### config.mk
export PLATFORM = sky130hd
export DESIGN_NAME = vadd_engine
export DESIGN_NICKNAME = d
export VERILOG_FILES = /design/src/rtl/vadd_engine.sv
export SDC_FILE = /design/constraint.sdc
export NUM_CORES = 1
export LEC_CHECK = 0
export ABC_AREA = 1
export ABC_CLOCK_PERIOD_IN_PS = 2650
export CAP_MARGIN = 20
export CORE_ASPECT_RATIO = 1.25
export CORE_MARGIN = 5
export CORE_UTILIZATION = 46
export CTS_CLUSTER_DIAMETER = 50
export DETAILED_ROUTE_END_ITERATION = 10
export DONT_BUFFER_PORTS = 1
export GPL_ROUTABILITY_DRIVEN = 0
export PLACE_DENSITY = 0.61
export SKIP_CTS_REPAIR_TIMING = 1
export SYNTH_ARGS = -nofsm -noshare
export SYNTH_HDL_FRONTEND = slang
export SYNTH_SLANG_ARGS = --single-unit
### constraint.sdc
create_clock -name clk -period 2.65 [get_ports clk]
set_input_delay 0.1325 -clock clk [delete_from_list [all_inputs] [get_ports clk]]
set_output_delay 0.1325 -clock clk [all_outputs]
set_load 0.02 [all_outputs]
### src/rtl/vadd_engine.sv
// rtl/vadd_engine.sv - element-wise vector adder driving one BRAM port (read A, read B, write A+B)
module vadd_engine #(
  parameter int ADDR_WIDTH = 13,
  parameter int DATA_WIDTH = 32,
  parameter int RD_LAT     = 1
) (
  input  logic                  clk,
  input  logic                  rst_n,
  input  logic                  start,
  input  logic [ADDR_WIDTH-1:0] src_a_addr,
  input  logic [ADDR_WIDTH-1:0] src_b_addr,
  input  logic [ADDR_WIDTH-1:0] dst_addr,
  input  logic [31:0]           len,
  output logic                  busy,
  output logic                  done,
  output logic                  ovf,
  output logic                  comp_en_b,
  output logic                  comp_we_b,
  output logic [ADDR_WIDTH-1:0] comp_addr_b,
  output logic [DATA_WIDTH-1:0] comp_din_b,
  input  logic [DATA_WIDTH-1:0] comp_dout_b
);

  typedef enum logic [2:0] {IDLE, RD_A, RD_B, WAIT, WR, DONE} state_t;

  state_t                state, state_nx;
  logic [ADDR_WIDTH-1:0] src_a_q, src_b_q, dst_q;
  logic [31:0]           len_q;
  logic [31:0]           idx;
  logic [1:0]            wait_cnt;
  logic [DATA_WIDTH-1:0] op_a;
  logic                  accept;
  logic                  wait_last;
  logic [DATA_WIDTH:0]   sum;
  logic [ADDR_WIDTH-1:0] idx_addr;

  // busy also covers the cycle after DONE, so a new command waits for done to drop
  assign accept    = (state == IDLE) && start && !busy;
  assign wait_last = (wait_cnt == 2'(RD_LAT - 1));
  assign sum       = {1'b0, op_a} + {1'b0, comp_dout_b};
  assign idx_addr  = idx[ADDR_WIDTH-1:0];

  always_ff @(posedge clk or negedge rst_n) begin
    if (!rst_n) state <= IDLE;
    else        state <= state_nx;
  end

  always_comb begin
    state_nx = state;
    case (state)
      IDLE: if (accept) state_nx = (len == 32'd0) ? DONE : RD_A;
      RD_A: state_nx = RD_B;
      RD_B: state_nx = WAIT;
      WAIT: if (wait_last) state_nx = WR;
      WR:   state_nx = (idx + 32'd1 < len_q) ? RD_A : DONE;
      DONE: state_nx = IDLE;
      default: state_nx = IDLE;
    endcase
  end

  always_ff @(posedge clk or negedge rst_n) begin
    if (!rst_n) begin
      src_a_q  <= '0;
      src_b_q  <= '0;
      dst_q    <= '0;
      len_q    <= '0;
      idx      <= '0;
      wait_cnt <= '0;
      op_a     <= '0;
    end else begin
      if (accept) begin
        src_a_q <= src_a_addr;
        src_b_q <= src_b_addr;
        dst_q   <= dst_addr;
        len_q   <= len;
        idx     <= '0;
      end else if (state == WR) begin
        idx <= idx + 32'd1;
      end
      if (state == RD_B)      wait_cnt <= '0;
      else if (state == WAIT) wait_cnt <= wait_cnt + 2'd1;
      // A arrives on the last WAIT edge; B is consumed directly from dout in WR
      if (state == WAIT && wait_last) op_a <= comp_dout_b;
    end
  end

  always_ff @(posedge clk or negedge rst_n) begin
    if (!rst_n) begin
      busy        <= 1'b0;
      done        <= 1'b0;
      ovf         <= 1'b0;
      comp_en_b   <= 1'b0;
      comp_we_b   <= 1'b0;
      comp_addr_b <= '0;
      comp_din_b  <= '0;
    end else begin
      comp_en_b <= 1'b0;
      comp_we_b <= 1'b0;
      done      <= (state == DONE);
      busy      <= (state_nx != IDLE) || (state == DONE);
      if (accept)                        ovf <= 1'b0;
      else if (state == WR && sum[DATA_WIDTH]) ovf <= 1'b1;
      case (state)
        RD_A: begin
          comp_en_b   <= 1'b1;
          comp_addr_b <= src_a_q + idx_addr;
        end
        RD_B: begin
          comp_en_b   <= 1'b1;
          comp_addr_b <= src_b_q + idx_addr;
        end
        WR: begin
          comp_en_b   <= 1'b1;
          comp_we_b   <= 1'b1;
          comp_addr_b <= dst_q + idx_addr;
          comp_din_b  <= sum[DATA_WIDTH-1:0];
        end
        default: ;
      endcase
    end
  end

endmodule

**After elaboration in Yosys (flattened, before gate mapping)**

Index checks and enable logic that the tools add are counted.

- Logic and storage cells: 56
- Register bits: 190

- $lt $le $gt $ge: 1
- $add $sub $neg: 6
- Reduce and logical (&&, ||, !) cells: 15
- Eq/ne operators: 5
- Mux-type cells: 14

Operators with widths:

| operator | number |
|---|---|
| $mux 32 | 2 |
| $add 13x13->13 | 3 |
| $pmux 13 s3 | 1 |
| $add 32x32->33 | 1 |
| $add 32x1->32 const B | 1 |
| $logic_not 32->1 | 1 |
| $lt 32x32->1 | 1 |
| $pmux 3 s5 | 1 |
| $mux 3 | 4 |
| $eq 3x2->1 const B | 2 |
| $eq 3x3->1 const B | 2 |
| $reduce_bool 2->1 | 3 |
| $reduce_bool 3->1 | 2 |
| $logic_and 1x1->1 | 4 |
| $mux 1 | 4 |
| $mux 2 | 2 |
| $eq 3x1->1 const B | 1 |
| $logic_not 3->1 | 1 |
| $reduce_or 3->1 | 1 |
| $add 2x1->2 const B | 1 |
| $logic_not 2->1 | 1 |
| $logic_not 1->1 | 1 |
| $logic_or 1x1->1 | 1 |

**Longest topological paths before layout**

- Word-level depth: 7
- Gate-level depth with buffers: 18
- Mapped depth without buffers: 18

**Worst setup path before layout**

OpenSTA, ideal clock, no wires.

- Path type: reg2reg
- From: register state[2]
- To: register comp_addr_b[9]
- Clock period less this slack: 2450 ps
- Cell stages (with the launch flop): 16
- Arrival time: 2332 ps
- Path slack: 200 ps
- Cells stage by stage: dfrtp_1 > inv_2 > nand2_2 > nor2_4 > nor2_4 > buf_1 > nand2_1 > nand3_1 > ha_1 > a21oi_1 > nand2_1 > a21oi_1 > o21ai_1 > or2_2 > nand3_1 > nand2_1

- Word-level cells in the longest chain between the ends: 2
- Elaborated cells between the ends (all ways): 5
- Classes of those cells: eq/ne (3); mux (1); reduce/logical (1)

RTL lines:

| item | line | text |
|---|---|---|
| start: declaration | 26 | `state_t state, state_nx;` |
| start signal: assignment | 45 | `else state <= state_nx;` |
| $eq 3x3->1 (tied with other cells) | 103 | `case (state)` |
| $pmux 13 s3 / $reduce_bool 3->1 (equally long branches) | n/a |  |
| end signal: assignment | 106 | `comp_addr_b <= src_a_q + idx_addr;` |
| end signal: assignment | 110 | `comp_addr_b <= src_b_q + idx_addr;` |
| end signal: assignment | 115 | `comp_addr_b <= dst_q + idx_addr;` |
| end: declaration | 19 | `output logic [ADDR_WIDTH-1:0] comp_addr_b,` |

Several ways; a longest one is shown, not always the timed one.
A chain may end at the register's enable or synchronous reset.

**Final worst setup path**

- From: register idx[0]
- To: register busy

- Word-level cells in the longest chain between the ends: 6

RTL lines:

| item | line | text |
|---|---|---|
| start: declaration | 29 | `logic [31:0] idx;` |
| start signal: assignment | 78 | `idx <= idx + 32'd1;` |
| $add 32x1->32 | 55 | `WR: state_nx = (idx + 32'd1 < len_q) ? RD_A : DONE;` |
| $lt 32x32->1 | 55 |  |
| $mux 3 | 55 |  |
| $pmux 3 s5 | 50 | `case (state)` |
| $reduce_bool 3->1 | 100 | `busy <= (state_nx != IDLE) \|\| (state == DONE);` |
| $logic_or 1x1->1 | 100 |  |
| end signal: assignment | 100 |  |
| end: declaration | 14 | `output logic busy,` |

No other way between the ends.

==> impl_metrics.csv <==
group,metric,value,unit
outcome,outcome,"finished, violations left",
outcome,violations,"hold timing",
placed_design,pre_cts_slack,0.001013,ns
floorplanning,die_area,29330,um^2
cts,cts_buffers,17,
drt,drc,0,
sta,fin_ws,0.07405,ns
critical_path,crit_type,"register to register",
critical_path,timing.rr.end,"busy",
power_and_ir_drop,power_density,1196,nW/um^2
sta,fin_worst_skew,0.006450,ns
finish,fin_util,55.15,%
finish,nNetsFinal,1851,
drt,via_per_inst,5.061,
synth,synthesis.nets,1716,
synth,synth_ff_type,"dfrtp_1",
global_routing,grt_pass1_wl,49.42,mm
sta,slew_headroom,57.42,%
min_path,holdCritPathClass,"primary input to async pin",
critical_path,endpoint,"busy",
sta,hold_viol,190,
cts,clock-sinks,190,
sta,whs,-0.6081,ns
finish,seq_area,4756,um^2
synth,syn_area,11950,um^2
cts,clk_pin_slew,0.07,ns
floorplanning,io_pins,156,
drt,routedWlPerCell,15.96,um
placed_design,portBuffers,0,
finish,final_cell_area,14250,um^2
floorplanning,initial_core_util,46.24,%
sta,period_share,97.21,%
synth,yosysWarnings,0,
cts,htree_levels,4,
critical_path,cp.arrival,2.88,ns
drt,wl_met3,1.216,mm
power_and_ir_drop,p_leak,7.309,nW
cts,insertion_delay,0.44,ns
critical_path,critPathRequiredTime,2.96,ns
critical_path,regToRegSetupSlack,0.07,ns
cts,cts_tree,"built",
synth,synth_top_area_cell,"dfrtp_1",
sta,post-route-min-period,2.576,ns
synth,post_synth_num_cell_types,49,
synth,yosysMostFrequentCell,"nand2_1",
sta,setup_violations,0,
global_routing,track_usage,21.14,%
drt,drt_iter0_markers,376,
critical_path,reg2reg_from,"idx[0]",
synth,ys_ff_latch,190,
cts,clockRootBuffer,"clkbuf_16",
drt,vias,10220,
finish,multi_input_area,6295,um^2
placed_design,post_dp_cell_area,12510,um^2
finish,fillers,2419,
drt,antenna_left,0,
critical_path,cp-end-kind,"register",
global_routing,antenna_found_initial,0,
drt,totalWireLength,32.22,mm
sta,fmax,0.3882,GHz
synth,synth_area_per_cell,7.806,um^2
synth,synth_edf_count,0,
synth,yosys.area.top_type_share,39.78,%
run,drv_cap,0,
placed_design,dpl.cell_count,1879,
global_routing,overflow,0,
power_and_ir_drop,vdd_drop_max,0.5858,mV
sta,maxSlewViolCount,0,
sta,worstMarginPinSlew,0.6364,ns
synth,synth-seq-area-share,39.78,%
placed_design,dp_hpwl,23.97,mm
drt,highest_layer,"met4",
synth,synthArstFlopShare,100.0,%
drt,dr.pass1.iters,5,
floorplanning,die_w,154.2,um
global_routing,grt_max_degree,191,
critical_path,setup.worst_path.start,"idx[0]",
synth,synthTopCellsByCount,"nand2_1 (475), inv_1 (211), dfrtp_1 (190), nor2_1 (97), nand3_1 (89)",
finish,fin_cells,2019,
drt,met1_length,12.71,mm
drt,wl_met2,16.87,mm
cts,ctsLongestPathBuffers,2,
critical_path,reg2reg_depth,14,
finish,syn_to_final_growth,19.27,%
synth,syn_inst,1531,
synth,synth_area_leaders,"dfrtp_1 (40%), nand2_1 (15%), ha_1 (8.1%)",
floorplanning,die_y,190.2,um
critical_path,cp-start-kind,"register",
global_routing,grt_pass1_vias,9747,
floorplanning,num_rows,66,
finish,drive_gt1_share,12.51,%
critical_path,worstPathMaxFanout,4,
sta,rsz0062_at_grt,"true",
floorplanning,core_region_area,25850,um^2
==> placed cells by master (no fill, tap or decap), types with 3 or more instances in the layout <==
master,instances
o21ai_0,44
nand3b_1,8
nor3_2,7
nand3_2,3
dfrtp_1,189
nand3_1,88
nand2_2,11
buf_4,40
and2_1,4
ha_1,74
nor2_2,9
nor2_1,96
xor2_1,20
nand4_1,15
inv_2,7
nor2_4,5
clkbuf_16,17
o21ai_1,18
nor3_1,11
dlygate4sd3_1,103
a21oi_2,3
mux2_2,69
a21o_1,3
nor4_1,5
o22ai_1,13
a21oi_1,64
inv_6,4
inv_1,210
o21bai_1,6
nand2_1,472
or2_2,5
xnor2_1,12
clkinv_2,3
==> registers in the layout, summed over array words and instances, names as in the netlist, 2 cells and up <==
| name | count |
|---|---|
| idx | 32 |
| comp_addr_b | 13 |
| len_q | 32 |
| op_a | 32 |
| wait_cnt | 2 |
| state | 3 |
| dst_q | 13 |
| src_a_q | 13 |
| comp_din_b | 32 |
| src_b_q | 13 |
==> cell families (layout without fill, tap and decap cells) <==
kind of cell / Yosys count / after routing / synth area share, %
flip-flops: 190 / 190 / 39.78
other: 0 / 1 / 0
adder cells (fa/ha/maj): 79 / 79 / 8.396
AO/OA/AOI/OAI: 157 / 157 / 7.035
AND/OR/NAND/NOR: 752 / 752 / 27.26
multiplexers: 70 / 70 / 6.596
buffers and inverters: 248 / 395 / 8.239
XOR/XNOR: 35 / 35 / 2.691
==> worst max-delay path: stages, from the launching register on <==
cell	delay [ns]
dfrtp_1	0.41
buf_4	0.16
nand4_1	0.17
nor2_1	0.24
nand2_2	0.12
nor2_4	0.11
xor2_2	0.21
ha_1	0.28
a21oi_1	0.14
o21ai_0	0.09
a21o_1	0.16
nor2_1	0.12
nand2_2	0.08
nand2_2	0.07
nand3_2	0.07
==> through the flow <==
stage               total power, mW  hold slack (ns)  setup TNS (ns)
finish                        17.04          -0.6081               0
global route                  18.59          -0.6311         -0.3340
CTS                           16.88          -0.6266        -0.05465
detailed placement            14.21          -0.1513               0
global placement              14.06          -0.1522               0
floorplan                     11.88          -0.1631               0
==> final cells by class <==
| class | instances | area share (%) |
|---|---|---|
| Timing Repair Buffer | 146 | 9.664 |
| Clock inverter | 12 | 0.9480 |
| Sequential cell | 190 | 33.36 |
| Antenna cell | 1 | 0.01755 |
| Multi-Input combinational cell | 1093 | 44.16 |
| Inverter | 218 | 5.758 |
| Clock buffer | 19 | 3.107 |
| Tap cell | 340 | 2.984 |
==> metal layers <==
metal / vias up / GRT usage [%]
met2: 209 / 38.16
met1: 4770 / 24.00
met4: 0 / 10.19
met3: 66 / 3.814
li1: 5173 / -
met5: - / 0
==> worst min-delay path by stage <==
stage	cells after the start	from	slack [ns]	endpoint
after floorplan	0	rst_n	-0.16	busy
after global placement	0	rst_n	-0.15	len_q[6]
after detailed placement	0	rst_n	-0.15	len_q[4]
after CTS	0	rst_n	-0.63	len_q[4]
after global routing	0	rst_n	-0.63	len_q[7]
final	0	rst_n	-0.61	len_q[6]
==> where the power goes <==
part           leakage (nW)  internal (mW)  switching, mW
clock                 0.284           1.42           1.17
combinational          4.71           3.54           5.17
sequential             2.32           4.33           1.41
No activity file was read; power rests on OpenSTA's default activity.
